### config.mk
export PLATFORM = sky130hd
export DESIGN_NAME = fetch_stage
export DESIGN_NICKNAME = d
export VERILOG_FILES = /design/src/rtl/fetch_stage.sv
export SDC_FILE = /design/constraint.sdc
export NUM_CORES = 1
export LEC_CHECK = 0
export BUFFER_PORTS_ARGS = -buffer_cell sky130_fd_sc_hd__buf_2
export CELL_PAD_IN_SITES_DETAIL_PLACEMENT = 0
export CELL_PAD_IN_SITES_GLOBAL_PLACEMENT = 1
export CORE_MARGIN = 2
export CORE_UTILIZATION = 32
export CTS_CLUSTER_SIZE = 14
export DETAILED_ROUTE_END_ITERATION = 6
export HOLD_SLACK_MARGIN = 0.06
export PLACE_DENSITY = 0.84
export SYNTH_ARGS = -nofsm -noshare
export SYNTH_HDL_FRONTEND = slang
export SYNTH_SLANG_ARGS = --single-unit
### constraint.sdc
create_clock -name clk -period 2.3 [get_ports clk]
set_input_delay 0.46 -clock clk [delete_from_list [all_inputs] [get_ports clk]]
set_output_delay 0.46 -clock clk [all_outputs]
set_load 0.03 [all_outputs]
### src/rtl/fetch_stage.sv
// fetch_stage: MIPS IF stage holding the PC and the IF/ID register, with freeze and branch flush.
// Define FETCH_PERF_CNT_EN to add fetch/stall/flush event counters.
module fetch_stage #(
  parameter int WORD_LEN = 32,
  parameter logic [WORD_LEN-1:0] RESET_PC = '0,
  parameter logic [WORD_LEN-1:0] NOP_WORD = 32'h00000000
) (
  input  logic                clk,
  input  logic                rst,
  input  logic                freeze,
  input  logic                branch_taken,
  input  logic [WORD_LEN-1:0] branch_addr,
  output logic [WORD_LEN-1:0] instr_addr,
  input  logic [WORD_LEN-1:0] instr_in,
  output logic [WORD_LEN-1:0] ifid_pc,
  output logic [WORD_LEN-1:0] ifid_instr,
`ifdef FETCH_PERF_CNT_EN
  output logic [WORD_LEN-1:0] perf_fetch_cnt,
  output logic [WORD_LEN-1:0] perf_stall_cnt,
  output logic [WORD_LEN-1:0] perf_flush_cnt,
`endif
  output logic                ifid_valid
);
  logic [WORD_LEN-1:0] pc_q, pc_d, pc_plus4;
  logic [WORD_LEN-1:0] ifid_pc_q, ifid_pc_d, ifid_instr_q, ifid_instr_d;
  logic                ifid_valid_q, ifid_valid_d;
  logic                normal, hold;
  always_comb begin
    pc_plus4     = pc_q + WORD_LEN'(4);
    normal       = !branch_taken && !freeze;
    hold         = !branch_taken && freeze;
    pc_d         = branch_taken ? {branch_addr[WORD_LEN-1:2], 2'b00} : hold ? pc_q : pc_plus4;
    ifid_instr_d = branch_taken ? NOP_WORD : hold ? ifid_instr_q : instr_in;
    ifid_pc_d    = branch_taken ? '0 : hold ? ifid_pc_q : pc_plus4;
    ifid_valid_d = branch_taken ? 1'b0 : hold ? ifid_valid_q : 1'b1;
  end
  always_ff @(posedge clk) begin
    if (rst) begin
      pc_q         <= {RESET_PC[WORD_LEN-1:2], 2'b00};
      ifid_instr_q <= NOP_WORD;
      ifid_pc_q    <= '0;
      ifid_valid_q <= 1'b0;
    end else begin
      pc_q         <= pc_d;
      ifid_instr_q <= ifid_instr_d;
      ifid_pc_q    <= ifid_pc_d;
      ifid_valid_q <= ifid_valid_d;
    end
  end
  assign instr_addr = pc_q;
  assign ifid_pc    = ifid_pc_q;
  assign ifid_instr = ifid_instr_q;
  assign ifid_valid = ifid_valid_q;
`ifdef FETCH_PERF_CNT_EN
  // Exactly one of the three events occurs on every non-reset edge.
  logic [WORD_LEN-1:0] fetch_cnt_q, fetch_cnt_d, stall_cnt_q, stall_cnt_d, flush_cnt_q, flush_cnt_d;
  always_comb begin
    fetch_cnt_d = fetch_cnt_q + WORD_LEN'(normal);
    stall_cnt_d = stall_cnt_q + WORD_LEN'(hold);
    flush_cnt_d = flush_cnt_q + WORD_LEN'(branch_taken);
  end
  always_ff @(posedge clk) begin
    if (rst) begin
      fetch_cnt_q <= '0;
      stall_cnt_q <= '0;
      flush_cnt_q <= '0;
    end else begin
      fetch_cnt_q <= fetch_cnt_d;
      stall_cnt_q <= stall_cnt_d;
      flush_cnt_q <= flush_cnt_d;
    end
  end
  assign perf_fetch_cnt = fetch_cnt_q;
  assign perf_stall_cnt = stall_cnt_q;
  assign perf_flush_cnt = flush_cnt_q;
`endif
endmodule

# ---- Word level (Yosys, flattened, before mapping)
# Index checks and enable logic that the tools add are counted.
dict set report op_classes {
  reduce_logical 3
  add_sub_neg 1
  n_eq_ne 1
  n_mux 2
}
# operator count
set op_table {}
lappend op_table {{2-to-1 mux 32 bit} 2}
lappend op_table {{adder 32 x 3 -> 32 bit (second input constant)} 1}
lappend op_table {{inequality test 2 bit (second input constant)} 1}
lappend op_table {{OR reduction 2 bit} 1}
lappend op_table {{logical AND 1 bit} 1}
lappend op_table {{zero test 1 bit} 1}
dict set report word_totals {
  register_bits 97
  output_inout_bits 97
  word_cells 12
}

# ---- Depth between registers and ports, before layout
dict set report logic_depth {
  depth_word 4
  ltp_mapped 7
  mapped_depth_nobuf 5
}

# ---- Worst setup path after synthesis
# No wires, ideal clock.
dict set report synth_timing {
  kind {flip-flop to flip-flop}
  startpoint {reg pc_q[6] (netlist: instr_addr[6])}
  endpoint {reg pc_q[23] (netlist: instr_addr[23])}
  setup_ns 0.091
  t_arrival_ns 2.349
  n_path_buf 3
  path_stages_with_launch 8
  required_time_ns 2.209
  slack_ns -0.140
  path_cell_list {dfxtp_1 > buf_2 > nand4_2 > buf_6 > or4_4 > buf_6 > or4_1 > a311oi_1}
}
dict set report synth_via {
  elab_chain_len 3
}
# item line_no
set synth_rtl {}
lappend synth_rtl {{start: declaration} 24} ;# logic [WORD_LEN-1:0] pc_q, pc_d, pc_plus4;
lappend synth_rtl {{start signal: assignment} 39} ;# pc_q <= {RESET_PC[WORD_LEN-1:2], 2'b00};
lappend synth_rtl {{start signal: assignment} 44} ;# pc_q <= pc_d;
lappend synth_rtl {{adder 32 x 3 -> 32 bit} 29} ;# pc_plus4 = pc_q + WORD_LEN'(4);
lappend synth_rtl {{2-to-1 mux 32 bit (2 in series)} 32} ;# pc_d = branch_taken ? {branch_addr[WORD_LEN-1:2], 2'b00} : hold ? pc_q : pc_plus4;
# Every way passes these cells. The select of a mux whose other input is x is not followed.
# A chain may end at the register's enable or synchronous reset.

# ---- Worst setup path in the final report
dict set report layout_timing {
  startpoint {reg pc_q[2] (netlist: instr_addr[2])}
  endpoint {reg pc_q[23] (netlist: instr_addr[23])}
}
# The elaborated chain is that of the path after synthesis.

==> impl_metrics.json <==
{
  "power.switching_uw": 1070,
  "ctsHoldBuffers": 0,
  "ant_nets": 0,
  "critPathArrivalTime_ns": 2.44,
  "startpoint_type": "flip-flop",
  "synth-xor-area-share_pct": 5.00,
  "ys_seq_area_share_pct": 42.5,
  "synth_cell_types": 49,
  "p_comb_share_pct": 15.6,
  "mostFrequentLayoutCells": "buf_2, dfxtp_1, nor2_1, o21ai_0, buf_4",
  "wirelength_um": 14000,
  "cts_tree": "done",
  "final_cell_count_no_fill": 845,
  "clk_latency_ns": 0.34,
  "muxShareOfSynthArea_pct": 7.32,
  "drtIter0Drc": 245,
  "clk_pin_slew_ns": 0.07,
  "sequentialPowerShare_pct": 44.5,
  "drc": 0,
  "synthAdderAreaFrac_pct": 0.286,
  "status": "completed",
  "crit_family": "simple AND/OR/NAND/NOR gates",
  "initial_core_util_pct": 32.9,
  "rsz0062_at_grt": "false",
  "max_freq_ghz": 0.456,
  "nets": 736,
  "critPathRequiredTime_ns": 2.55,
  "synth_edf_count": 0,
  "synth_compound_area_share_pct": 17.6,
  "cp.buffers_inverters": 0,
  "tightest_slew_ns": 0.838,
  "fin_area_um2": 5760,
  "num_rows": 42,
  "die_x_um": 121,
  "gp_congestion": 0.811,
  "crit_chain": "nand4_1 -> or4_4 -> or4_1 -> a311oi_1",
  "period_needed_ns": 2.19,
  "mostFrequentLayoutCell": "buf_2",
  "grt_max_degree": 41,
  "drive_gt1_share_pct": 32.9,
  "die_h_um": 121,
  "hp-class": "primary input to flip-flop",
  "cts_root_buf": "clkbuf_16",
  "diodes": 0,
  "hpwlAfterDp_um": 10300,
  "vias": 4407,
  "synthesis.area_um2": 4380,
  "pwr-share-clk_pct": 39.9,
  "via_per_inst": 5.22,
  "dp_slack_ns": 0.0830,
  "clock_path_buffers": 2,
  "endpoint_kind": "flip-flop",
  "synthCells": 509,
  "synth_flop_cell": "dfxtp_1",
  "yosys.area.top_type_share_pct": 42.5,
  "finalSetupViolCount": 0,
  "core_region_area_um2": 13300,
  "ys_ff_latch": 93,
  "drv_slew": 0,
  "grt_pass1_vias": 4319,
  "pwr_density_cell_nw_per_um2": 683,
  "crit_type": "flip-flop to flip-flop",
  "period_share_pct": 95.3,
  "dieArea_um2": 14600,
  "io_buffers": 158,
  "synth_top_family_by_area": "simple AND/OR/NAND/NOR gates",
  "totalPowerFinal_uw": 3940,
  "cts_buffers": 9,
  "max-slew-margin-rel_pct": 43.9,
  "finalClockSkew_ns": 0.00631,
  "grt_overflow": 0,
  "p_sw_share_pct": 27.1,
  "fin_setup_tns_ns": 0,
  "p_leak_uw": 0.00250,
  "synth_top_area_cell": "dfxtp_1",
  "cp_slowest_cell": "or4_4",
  "pin_count": 165,
  "syn_avg_cell_area_um2": 8.60,
  "antenna_found_initial": 0,
  "dr.pass1.iters": 5,
  "crit_fanout": 10,
  "async_flop_share_pct": 0,
  "area_growth_pct": 31.7,
  "peakVddDrop_mv": 0.298,
  "placed_cells": 832,
  "grt_pass1_wl_um": 21800,
  "htree_levels": 3,
  "cts_resized": 0,
  "intPower_uw": 2870,
  "dpl-instance-area_um2": 5460,
  "hold_viol": 0,
  "yosys_warnings": 0,
  "cap_violations": 0,
  "synthSimpleGateAreaFrac_pct": 20.6,
  "wl_per_cell_um": 16.5,
  "cpPeakStageDelay_ns": 0.61,
  "grtUsageTotal_pct": 18.9,
  "synth_area_leaders": "dfxtp_1, mux2i_1, nor2_1",
  "layout_setup_ws_ns": 0.107,
  "post_cts_buffers": 0,
  "cts.sinks": 93
}
-- power groups by stage --
stage | Sequential (uW) | Combinational (uW) | Clock (uW)
6_report | 1750 | 614 | 1570
5_1_grt | 1760 | 665 | 1650
4_1_cts | 1750 | 618 | 1610
3_5_place_dp | 1790 | 616 | 0
3_3_place_gp | 1780 | 606 | 0
2_1_floorplan | 1920 | 255 | 0
-- cells in the mapped netlist, types with 2 or more instances --
cell       count
o31a_1         5
dfxtp_1       93
a21oi_1       20
a211oi_1      23
or4_1          9
and3_1         3
nand2_1       16
nor2b_1        2
nand2b_1       2
buf_4          4
buf_2          3
xor2_1         9
o31ai_1        5
nor3_1        17
a31oi_1        9
buf_6          2
nor4b_1        2
a311oi_1       7
mux2i_1       32
a2111oi_0      3
or3_1          9
and4_1        10
clkbuf_1      35
o21ai_0       37
a221oi_1       5
clkbuf_2       2
inv_1         16
nor4_1         9
nand3_1        8
nand4_1       12
and2_1         2
buf_1          4
nor2_1        63
xnor2_1       16
-- worst reg2reg max path, stage by stage (launching register included) --
cell,delay [ns]
dfxtp_1,0.46
nand4_1,0.24
or4_4,0.61
or4_1,0.53
a311oi_1,0.26
-- final cells by class --
type,instances,area [um2]
Inverter,17,63.8
Timing Repair Buffer,194,1060
Clock inverter,2,60.1
Sequential cell,93,1870
Clock buffer,11,243
Fill cell,1340,7530
Tap cell,176,220
Multi-Input combinational cell,352,2250
-- per-stage QoR --
| step | hold slack [ns] | utilization [%] |
|---|---|---|
| after floorplan | 0.580 | - |
| after global placement | 0.443 | 41.1 |
| after detailed placement | 0.448 | 41.1 |
| after CTS | 0.339 | 43.4 |
| after global routing | 0.355 | 43.4 |
| final | 0.356 | 43.4 |
-- flip-flops by register name, indices dropped and copies added (netlist names) --
name and flops:
ifid_pc 30, ifid_valid 1, instr_addr 30, ifid_instr 32
-- worst paths after layout --
check | start | endpoint | slack [ns] | cells past startpoint
setup reg to reg | instr_addr[2] | instr_addr[23] | 0.11 | 4
hold / removal | instr_in[19] | ifid_instr[19] | 0.36 | 3
setup / recovery | instr_addr[2] | instr_addr[23] | 0.11 | 4
hold reg to reg | ifid_pc[4] | ifid_pc[4] | 0.45 | 2
-- layer usage --
metal / vias up / share of wire (%) / GRT usage [%]
li1: 2156 / - / -
met1: 2053 / 43 / 23.4
met2: 183 / 47 / 31.7
met3: 15 / 8.3 / 4.61
met4: 0 / 1.7 / 7.12
met5: - / 0 / 0
-- cells by family (layout without fill, tap and decap cells) --
logic type      after synthesis  count (layout)
other cells                   1               4
simple gates                171             171
compound gates              119             119
buf+inv                      67             224
xor+xnor                     25              25
fa+ha+maj                     1               1
flops                        93              93
mux                          32              32
Power figures use the tool's default switching activity.
